===== config.mk =====
export PLATFORM = sky130hd
export DESIGN_NAME = pin_physics_flat
export DESIGN_NICKNAME = d
export VERILOG_FILES = /design/src/rtl/pin_physics_pkg.sv /design/src/rtl/pin_physics_if.sv /design/src/rtl/pin_physics_pin_step.sv /design/src/rtl/pin_physics.sv /design/src/flat_wrapper.sv
export SDC_FILE = /design/constraint.sdc
export NUM_CORES = 2
export LEC_CHECK = 0
export BUFFER_PORTS_ARGS = -buffer_cell sky130_fd_sc_hd__buf_2
export CAP_MARGIN = 20
export CORE_MARGIN = 2
export CORE_UTILIZATION = 31
export DETAILED_ROUTE_END_ITERATION = 10
export GPL_ROUTABILITY_DRIVEN = 0
export PLACE_DENSITY = 0.5
export SLEW_MARGIN = 20
export SYNTH_ARGS = -nofsm -noshare
export SYNTH_HDL_FRONTEND = slang
export SYNTH_SLANG_ARGS = --single-unit

===== constraint.sdc =====
create_clock -name clk_in -period 10.2 [get_ports clk_in]
set_clock_uncertainty 0.2 [all_clocks]
set_input_delay 0 -clock clk_in [delete_from_list [all_inputs] [get_ports clk_in]]
set_output_delay 0 -clock clk_in [all_outputs]
set_load 0.02 [all_outputs]

===== src/rtl/pin_physics_pkg.sv =====
// rtl/pin_physics_pkg.sv - pin physics FSM states, default geometry and rack-position helpers
package pin_physics_pkg;

    typedef enum logic [1:0] {
        IDLE   = 2'd0,
        UPDATE = 2'd1,
        DONE   = 2'd2
    } state_t;

    localparam int DEF_ROWS          = 4;
    localparam int DEF_VEL_W         = 16;
    localparam int DEF_X_W           = 11;
    localparam int DEF_Y_W           = 10;
    localparam int DEF_SCREEN_WIDTH  = 1024;
    localparam int DEF_SCREEN_HEIGHT = 768;
    localparam int DEF_FRICTION      = 1;
    localparam int DEF_SPACING_X     = 96;
    localparam int DEF_SPACING_Y     = 60;

    function automatic int num_pins(input int rows);
        return rows * (rows + 1) / 2;
    endfunction

    // Row r holds rows-r pins, so row starts are a falling triangular sum.
    function automatic int row_start(input int r, input int rows);
        return r * rows - (r * (r - 1)) / 2;
    endfunction

    function automatic int row_of(input int idx, input int rows);
        int found;
        found = 0;
        for (int r = 0; r < rows; r++) begin
            if (idx >= row_start(r, rows)) found = r;
        end
        return found;
    endfunction

    function automatic int slot_of(input int idx, input int rows);
        return idx - row_start(row_of(idx, rows), rows);
    endfunction

    function automatic int rack_x(input int idx, input int rows, input int x0, input int sx);
        return x0 + (row_of(idx, rows) * sx) / 2 + slot_of(idx, rows) * sx;
    endfunction

    function automatic int rack_y(input int idx, input int rows, input int y0, input int sy);
        return y0 + row_of(idx, rows) * sy;
    endfunction

endpackage


===== src/rtl/pin_physics_if.sv =====
// rtl/pin_physics_if.sv - frame request / pin state bus between pin_physics and its user
interface pin_physics_if #(
    parameter int NUM_PINS = 10,
    parameter int VEL_W    = 16,
    parameter int X_W      = 11,
    parameter int Y_W      = 10
);
    logic                    valid_in;
    logic                    ready_out;
    logic                    done_out;
    logic [NUM_PINS-1:0]     pins_hit_in;
    logic signed [VEL_W-1:0] pins_vx_in  [NUM_PINS];
    logic signed [VEL_W-1:0] pins_vy_in  [NUM_PINS];
    logic [X_W-1:0]          pins_x      [NUM_PINS];
    logic [Y_W-1:0]          pins_y      [NUM_PINS];
    logic signed [VEL_W-1:0] pins_vx_out [NUM_PINS];
    logic signed [VEL_W-1:0] pins_vy_out [NUM_PINS];
    logic [NUM_PINS-1:0]     pins_moving_out;
    logic [NUM_PINS-1:0]     pins_gone_out;

    modport master (
        output valid_in, pins_hit_in, pins_vx_in, pins_vy_in,
        input  ready_out, done_out, pins_x, pins_y, pins_vx_out, pins_vy_out,
               pins_moving_out, pins_gone_out
    );

    modport slave (
        input  valid_in, pins_hit_in, pins_vx_in, pins_vy_in,
        output ready_out, done_out, pins_x, pins_y, pins_vx_out, pins_vy_out,
               pins_moving_out, pins_gone_out
    );
endinterface


===== src/rtl/pin_physics_pin_step.sv =====
// rtl/pin_physics_pin_step.sv - combinational next state of one pin (PIN_PHYSICS_FRICTION_EN enables friction)
module pin_step
    import pin_physics_pkg::*;
#(
    parameter int VEL_W         = DEF_VEL_W,
    parameter int X_W           = DEF_X_W,
    parameter int Y_W           = DEF_Y_W,
    parameter int SCREEN_WIDTH  = DEF_SCREEN_WIDTH,
    parameter int SCREEN_HEIGHT = DEF_SCREEN_HEIGHT,
    parameter int FRICTION      = DEF_FRICTION
) (
    input  logic [X_W-1:0]          cur_x,
    input  logic [Y_W-1:0]          cur_y,
    input  logic signed [VEL_W-1:0] cur_vx,
    input  logic signed [VEL_W-1:0] cur_vy,
    input  logic                    cur_moving,
    input  logic                    cur_gone,
    input  logic                    hit,
    input  logic signed [VEL_W-1:0] hit_vx,
    input  logic signed [VEL_W-1:0] hit_vy,
    output logic [X_W-1:0]          nxt_x,
    output logic [Y_W-1:0]          nxt_y,
    output logic signed [VEL_W-1:0] nxt_vx,
    output logic signed [VEL_W-1:0] nxt_vy,
    output logic                    nxt_moving,
    output logic                    nxt_gone
);
    localparam int WXY = (X_W > Y_W) ? X_W : Y_W;
    localparam int W   = ((WXY > VEL_W) ? WXY : VEL_W) + 1;
    localparam logic signed [W-1:0] SCR_W = W'(SCREEN_WIDTH);
    localparam logic signed [W-1:0] SCR_H = W'(SCREEN_HEIGHT);

`ifdef PIN_PHYSICS_FRICTION_EN
    localparam logic signed [VEL_W-1:0] FR_POS = VEL_W'(FRICTION);
    localparam logic signed [VEL_W-1:0] FR_NEG = VEL_W'(-FRICTION);

    // Shrinks magnitude toward zero and never crosses it.
    function automatic logic signed [VEL_W-1:0] apply_friction(input logic signed [VEL_W-1:0] v);
        if (v > FR_POS)      return v - FR_POS;
        else if (v < FR_NEG) return v - FR_NEG;
        else                 return '0;
    endfunction
`endif

    logic signed [VEL_W-1:0] vx_use, vy_use;
    logic signed [W-1:0]     sum_x, sum_y;
    logic                    active, out_of_range;

    always_comb begin
        vx_use = hit ? hit_vx : cur_vx;
        vy_use = hit ? hit_vy : cur_vy;
        active = !cur_gone && (hit || cur_moving);
        sum_x  = $signed({{(W-X_W){1'b0}}, cur_x}) + $signed({{(W-VEL_W){vx_use[VEL_W-1]}}, vx_use});
        sum_y  = $signed({{(W-Y_W){1'b0}}, cur_y}) + $signed({{(W-VEL_W){vy_use[VEL_W-1]}}, vy_use});
        out_of_range = sum_x[W-1] || (sum_x >= SCR_W) || sum_y[W-1] || (sum_y >= SCR_H);

        nxt_x      = cur_x;
        nxt_y      = cur_y;
        nxt_vx     = cur_vx;
        nxt_vy     = cur_vy;
        nxt_moving = cur_moving;
        nxt_gone   = cur_gone;

        if (active) begin
            if (out_of_range) begin
                nxt_gone   = 1'b1;
                nxt_moving = 1'b0;
                nxt_vx     = '0;
                nxt_vy     = '0;
            end else begin
                nxt_x = sum_x[X_W-1:0];
                nxt_y = sum_y[Y_W-1:0];
`ifdef PIN_PHYSICS_FRICTION_EN
                nxt_vx     = apply_friction(vx_use);
                nxt_vy     = apply_friction(vy_use);
                nxt_moving = |{nxt_vx, nxt_vy};
`else
                nxt_vx     = vx_use;
                nxt_vy     = vy_use;
                nxt_moving = 1'b1;
`endif
            end
        end
    end
endmodule


===== src/rtl/pin_physics.sv =====
// rtl/pin_physics.sv - bowling pin rack physics, one pin per cycle (PIN_PHYSICS_FRICTION_EN enables friction)
module pin_physics
    import pin_physics_pkg::*;
#(
    parameter int ROWS          = DEF_ROWS,
    parameter int VEL_W         = DEF_VEL_W,
    parameter int X_W           = DEF_X_W,
    parameter int Y_W           = DEF_Y_W,
    parameter int SCREEN_WIDTH  = DEF_SCREEN_WIDTH,
    parameter int SCREEN_HEIGHT = DEF_SCREEN_HEIGHT,
    parameter int FRICTION      = DEF_FRICTION,
    parameter int SPACING_X     = DEF_SPACING_X,
    parameter int SPACING_Y     = DEF_SPACING_Y,
    parameter int X0            = 0,
    parameter int Y0            = 0
) (
    input  logic          clk_in,
    input  logic          rst_in,
    pin_physics_if.slave  bus
);
    localparam int NUM_PINS = num_pins(ROWS);
    localparam int IDX_W    = (NUM_PINS > 1) ? $clog2(NUM_PINS) : 1;
    localparam logic [IDX_W-1:0] LAST_IDX = IDX_W'(NUM_PINS - 1);

    state_t                  state, state_next;
    logic [IDX_W-1:0]        idx;
    logic [NUM_PINS-1:0]     hit_q;
    logic signed [VEL_W-1:0] hvx_q [NUM_PINS];
    logic signed [VEL_W-1:0] hvy_q [NUM_PINS];

    logic [X_W-1:0]          px  [NUM_PINS];
    logic [Y_W-1:0]          py  [NUM_PINS];
    logic signed [VEL_W-1:0] pvx [NUM_PINS];
    logic signed [VEL_W-1:0] pvy [NUM_PINS];
    logic [NUM_PINS-1:0]     moving, gone;

    logic [X_W-1:0]          nx;
    logic [Y_W-1:0]          ny;
    logic signed [VEL_W-1:0] nvx, nvy;
    logic                    nmoving, ngone;

    always_ff @(posedge clk_in) begin
        if (rst_in) state <= IDLE;
        else        state <= state_next;
    end

    always_comb begin
        state_next = state;
        case (state)
            IDLE:    if (bus.valid_in) state_next = UPDATE;
            UPDATE:  if (idx == LAST_IDX) state_next = DONE;
            DONE:    state_next = IDLE;
            default: state_next = IDLE;
        endcase
    end

    // Reset overrides the state decode so the handshake is clean on the reset cycle itself.
    assign bus.ready_out = rst_in || (state == IDLE);
    assign bus.done_out  = !rst_in && (state == DONE);

    always_ff @(posedge clk_in) begin
        if (rst_in) begin
            idx   <= '0;
            hit_q <= '0;
            for (int i = 0; i < NUM_PINS; i++) begin
                hvx_q[i] <= '0;
                hvy_q[i] <= '0;
            end
        end else if (state == IDLE && bus.valid_in) begin
            idx   <= '0;
            hit_q <= bus.pins_hit_in;
            for (int i = 0; i < NUM_PINS; i++) begin
                hvx_q[i] <= bus.pins_vx_in[i];
                hvy_q[i] <= bus.pins_vy_in[i];
            end
        end else if (state == UPDATE) begin
            idx <= idx + 1'b1;
        end
    end

    pin_step #(
        .VEL_W         (VEL_W),
        .X_W           (X_W),
        .Y_W           (Y_W),
        .SCREEN_WIDTH  (SCREEN_WIDTH),
        .SCREEN_HEIGHT (SCREEN_HEIGHT),
        .FRICTION      (FRICTION)
    ) u_step (
        .cur_x      (px[idx]),
        .cur_y      (py[idx]),
        .cur_vx     (pvx[idx]),
        .cur_vy     (pvy[idx]),
        .cur_moving (moving[idx]),
        .cur_gone   (gone[idx]),
        .hit        (hit_q[idx]),
        .hit_vx     (hvx_q[idx]),
        .hit_vy     (hvy_q[idx]),
        .nxt_x      (nx),
        .nxt_y      (ny),
        .nxt_vx     (nvx),
        .nxt_vy     (nvy),
        .nxt_moving (nmoving),
        .nxt_gone   (ngone)
    );

    always_ff @(posedge clk_in) begin
        if (rst_in) begin
            moving <= '0;
            gone   <= '0;
            for (int i = 0; i < NUM_PINS; i++) begin
                px[i]  <= X_W'(rack_x(i, ROWS, X0, SPACING_X));
                py[i]  <= Y_W'(rack_y(i, ROWS, Y0, SPACING_Y));
                pvx[i] <= '0;
                pvy[i] <= '0;
            end
        end else if (state == UPDATE) begin
            px[idx]     <= nx;
            py[idx]     <= ny;
            pvx[idx]    <= nvx;
            pvy[idx]    <= nvy;
            moving[idx] <= nmoving;
            gone[idx]   <= ngone;
        end
    end

    assign bus.pins_x          = px;
    assign bus.pins_y          = py;
    assign bus.pins_vx_out     = pvx;
    assign bus.pins_vy_out     = pvy;
    assign bus.pins_moving_out = moving;
    assign bus.pins_gone_out   = gone;
endmodule

===== src/flat_wrapper.sv =====
// flat-port wrapper written by rule: the top's interface ports become plain ports
module pin_physics_flat import pin_physics_pkg::*;
#(
    parameter int ROWS          = DEF_ROWS,
    parameter int VEL_W         = DEF_VEL_W,
    parameter int X_W           = DEF_X_W,
    parameter int Y_W           = DEF_Y_W,
    parameter int SCREEN_WIDTH  = DEF_SCREEN_WIDTH,
    parameter int SCREEN_HEIGHT = DEF_SCREEN_HEIGHT,
    parameter int FRICTION      = DEF_FRICTION,
    parameter int SPACING_X     = DEF_SPACING_X,
    parameter int SPACING_Y     = DEF_SPACING_Y,
    parameter int X0            = 0,
    parameter int Y0            = 0
)
  (clk_in, rst_in, bus_valid_in, bus_pins_hit_in, bus_pins_vx_in, bus_pins_vy_in, bus_ready_out, bus_done_out, bus_pins_x, bus_pins_y, bus_pins_vx_out, bus_pins_vy_out, bus_pins_moving_out, bus_pins_gone_out);
  pin_physics_if #(.VEL_W(VEL_W), .X_W(X_W), .Y_W(Y_W)) bus_i ();
  input  logic clk_in;
  input  logic rst_in;
  input wire logic [$bits(bus_i.valid_in)-1:0] bus_valid_in;
  input wire logic [$bits(bus_i.pins_hit_in)-1:0] bus_pins_hit_in;
  input wire logic [$bits(bus_i.pins_vx_in)-1:0] bus_pins_vx_in;
  input wire logic [$bits(bus_i.pins_vy_in)-1:0] bus_pins_vy_in;
  output wire logic [$bits(bus_i.ready_out)-1:0] bus_ready_out;
  output wire logic [$bits(bus_i.done_out)-1:0] bus_done_out;
  output wire logic [$bits(bus_i.pins_x)-1:0] bus_pins_x;
  output wire logic [$bits(bus_i.pins_y)-1:0] bus_pins_y;
  output wire logic [$bits(bus_i.pins_vx_out)-1:0] bus_pins_vx_out;
  output wire logic [$bits(bus_i.pins_vy_out)-1:0] bus_pins_vy_out;
  output wire logic [$bits(bus_i.pins_moving_out)-1:0] bus_pins_moving_out;
  output wire logic [$bits(bus_i.pins_gone_out)-1:0] bus_pins_gone_out;
  assign bus_i.valid_in = bus_valid_in;
  assign bus_i.pins_hit_in = bus_pins_hit_in;
  assign bus_i.pins_vx_in = {>>{bus_pins_vx_in}};
  assign bus_i.pins_vy_in = {>>{bus_pins_vy_in}};
  assign bus_ready_out = bus_i.ready_out;
  assign bus_done_out = bus_i.done_out;
  assign bus_pins_x = {>>{bus_i.pins_x}};
  assign bus_pins_y = {>>{bus_i.pins_y}};
  assign bus_pins_vx_out = {>>{bus_i.pins_vx_out}};
  assign bus_pins_vy_out = {>>{bus_i.pins_vy_out}};
  assign bus_pins_moving_out = bus_i.pins_moving_out;
  assign bus_pins_gone_out = bus_i.pins_gone_out;
  pin_physics #(.ROWS(ROWS), .VEL_W(VEL_W), .X_W(X_W), .Y_W(Y_W), .SCREEN_WIDTH(SCREEN_WIDTH), .SCREEN_HEIGHT(SCREEN_HEIGHT), .FRICTION(FRICTION), .SPACING_X(SPACING_X), .SPACING_Y(SPACING_Y), .X0(X0), .Y0(Y0)) u_core (.clk_in(clk_in), .rst_in(rst_in), .bus(bus_i));
endmodule

==> impl_metrics.py <==
metrics = {
    "min_path": {
        "hold_path_end": "u_core.hvy_q[6][0]",
        "min_path_cells": 3,
        "hold_class": "input port to register",
        "hold_start": "bus_pins_vy_in[48]",
    },
    "timing": {
        "tns_ns": 0,
        "worstMarginPinSlew_ns": 1.43,
        "fin_crit_sh_pct": 81.3,
        "rsz0062_at_grt": "no",
        "hold_violations": 0,
        "setup_viol": 0,
        "fmax_ghz": 0.121,
        "slew_violations": 0,
        "relSlewSlack_pct": 3.55,
        "timing.final.ws_setup_ns": 1.91,
        "finalWorstPathRequiredPeriod_ns": 8.29,
    },
    "route": {
        "viasPerCell": 5.36,
        "drt_iter0_markers": 3460,
        "drc": 0,
        "num_vias": 39073,
        "ant_nets": 0,
        "wire_per_inst_um": 27.4,
        "wl_um": 200000,
        "dr.pass1.iters": 6,
    },
    "critical_path": {
        "critical_path.max_fanout": 109,
        "reg2reg_depth": 17,
        "r2r-end": "u_core.bus.pins_x[70]",
        "cp_top_family": "compound AO/OA/AOI/OAI gates",
        "reg2reg_setup_slack_ns": 1.91,
        "cp_num_buf_inv": 2,
        "cpMaxStageDelayCell": "o21ai_0",
        "required_ns": 10.51,
        "crit_path_start_kind": "register",
        "arrival_ns": 8.61,
        "max_stage_delay_ns": 1.12,
        "end_kind": "register",
        "critPathKind": "register to register",
        "path_cells": "buf_12 > mux4_2 > mux2_2 > o21ai_0 > o21ai_0 > ha_1 > o21a_1 > o31a_1 > o21ai_0 > nand2_1 > or4_1 > o31ai_1 > o2111ai_1 > nor3_4 > buf_12 > nor3_1 > nor4_1",
        "crit_top_cell": "o21ai_0",
    },
    "global_route": {
        "grt_pass1_vias": 38515,
        "antenna_found_initial": 22,
        "grt_first_pass_wirelength_um": 283000,
        "grt_overflow": 0,
        "grt_max_degree": 130,
        "grtUsageTotal_pct": 26.4,
    },
    "logic_synthesis": {
        "synth_nets": 4302,
        "yosys_warnings": 0,
        "synth_cell_type_count": 74,
        "synth_edf_count": 510,
        "syn-cell-area_um2": 44400,
        "netlist_instances": 3942,
        "syn_avg_cell_area_um2": 11.3,
        "ys_seq_area_share_pct": 51.6,
        "ys_ff_latch": 890,
        "async_flop_share_pct": 0,
        "dominantRegCellSynth": "edfxtp_1",
    },
    "outcome": {
        "status": "complete, no violations",
    },
    "die": {
        "fp.dieH_um": 382,
        "core_area_um2": 142000,
        "top_level_ports": 885,
        "rows": 138,
        "start_util_pct": 31.3,
        "die_area_um2": 146000,
        "die_w_um": 382,
    },
    "place": {
        "dp_cells": 6429,
        "placed_cell_area_um2": 50500,
        "hpwl_um": 136000,
        "io_buffer_count": 884,
        "place_ws_ns": 2.17,
    },
    "cts": {
        "clock_path_buffers": 3,
        "h-tree-depth": 3,
        "numClockSinks": 890,
        "numCtsBuffers": 102,
        "clk_latency_ns": 0.72,
        "cts_tree": "yes",
        "cts.clk_slew.worst_paths_ns": 0.06,
        "clock-root-buffer": "clkbuf_16",
        "cts_resized": 0,
    },
    "power_and_ir_drop": {
        "p_per_area_nw_per_um2": 167,
        "ir_drop_v": 0.000131,
        "power_w": 0.0101,
        "cellLeakagePower_nw": 22.8,
    },
    "finish": {
        "ff_latch_area_um2": 22900,
        "fill_cells": 13357,
        "drive_above_1_share_pct": 27.6,
        "area_growth_pct": 36.6,
        "instances_no_fill": 7296,
        "finish.instance_area_um2": 60700,
        "nets": 5673,
        "multi_input_area_um2": 19900,
    },
    "job": {
        "cap_violations": 0,
    },
}
-- through the flow --
step	hold slack, ns	utilization (%)
final	0.0403	42.7
after global routing	0.0410	42.7
after CTS	0.0161	42.7
after detailed placement	0.0169	35.6
after global placement	0.0136	35.6
after floorplan	-0.0743	-
-- power by group --
part	total (W)	internal [W]	switching, W
logic	0.00206	0.000759	0.00130
registers	0.00423	0.00406	0.000166
clock network	0.00383	0.00222	0.00161
-- placed cells by master, fill, tap and decap left out, types with 14 or more instances in the layout --
cell / Yosys / routed
o22ai_1: 53 / 51
inv_1: 20 / 19
xnor2_1: 15 / 15
nor4_1: 140 / 140
nand2_1: 72 / 70
and3_1: 27 / 27
mux4_2: 153 / 153
a22oi_1: 24 / 24
a31oi_1: 63 / 62
o21a_1: 24 / 24
clkbuf_1: 271 / 16
buf_2: 63 / 883
diode_2: 0 / 15
clkbuf_16: 0 / 102
nor3_1: 232 / 231
a211oi_1: 299 / 299
a211oi_2: 51 / 51
dlygate4sd3_1: 0 / 668
a41oi_4: 28 / 28
edfxtp_1: 510 / 510
clkinv_1: 0 / 18
dfxtp_1: 380 / 372
mux2i_1: 172 / 172
nor2_4: 0 / 14
mux2_2: 55 / 55
nor2_1: 590 / 575
a21oi_1: 29 / 29
ha_1: 25 / 25
buf_4: 16 / 93
and2_1: 336 / 330
nor2b_1: 16 / 15
o31ai_1: 25 / 25
o21ai_0: 104 / 98
-- cell type report --
| type | instances | share of cell area, % |
|---|---|---|
| sequential | 890 | 37.8 |
| multi-input combinational | 2646 | 32.8 |
| timing repair buffer | 1653 | 19.7 |
| clock buffer | 125 | 4.47 |
| tap | 1890 | 3.90 |
| clock inverter | 57 | 1.18 |
| inverter | 20 | 0.136 |
| antenna | 15 | 0.0619 |
-- worst max path at each step --
stage                                        to             from  depth (start not counted)
after floorplan              u_core.hvx_q[0][0]  u_core.state[1]                          3
after global placement    u_core.bus.pins_y[89]         register                         16
after detailed placement  u_core.bus.pins_x[70]         register                         17
after CTS                 u_core.bus.pins_y[89]         register                         17
after global routing      u_core.bus.pins_x[70]         register                         17
final                     u_core.bus.pins_x[70]         register                         17
-- sequential cells by signal, indices dropped and copies added, names as in the netlist, named ones only --
register	cells
u_core.bus.pins_y	100
u_core.bus.pins_gone_out	10
u_core.bus.pins_vy_out	160
u_core.idx	4
u_core.bus.pins_x	110
u_core.hit_q	10
u_core.hvy_q	160
u_core.bus.pins_moving_out	10
u_core.state	2
u_core.hvx_q	160
u_core.bus.pins_vx_out	160
-- worst min-delay path: cells and delay by family --
kind                   cells  cell delay (ns)
and+or+nand+nor            1             0.12
buffers and inverters      2             0.72
-- cells by family after synthesis --
kind of cell	after synthesis	synth area share (%)
xor gates and xnor gates	19	0.375
and+or+nand+nor	1459	16.2
buffers and inverters	406	4.09
muxes	383	13.2
adders and majority gates	27	0.795
DFF	890	51.6
AOI/OAI and AO/OA	758	13.8
-- cell usage after synthesis (25+ instances only) --
master	number	share of area [%]
a211oi_1	299	5.1
nand2_1	72	0.61
buf_2	63	0.71
dfxtp_1	380	17
mux2i_1	172	3.9
o31ai_1	25	0.42
nor2_1	590	5.0
o22ai_1	53	0.75
a41oi_4	28	1.7
mux4_2	153	7.8
clkbuf_1	271	2.3
nor3_1	232	2.6
and2_1	336	4.7
mux2_2	55	1.4
ha_1	25	0.70
a21oi_1	29	0.33
nor4_1	140	2.0
o21ai_0	104	1.2
and3_1	27	0.38
a31oi_1	63	0.89
a211oi_2	51	1.4
edfxtp_1	510	34
-- metal layers --
layer	global-route usage (%)	part of all wire, %	vias to the layer above	routed length (um)
li1	-	-	17627	-
met1	33.0	40	19504	80400
met2	44.4	49	1595	97100
met3	5.41	7.1	331	14100
met4	10.8	4.1	16	8170
met5	0	0.051	-	102
-- timing repair --
action                    CTS  global route
hold endpoints to repair  418             0
buffers inserted            0             0
hold buffers              668             0
Note: power is estimated with default switching activity, not from simulation.
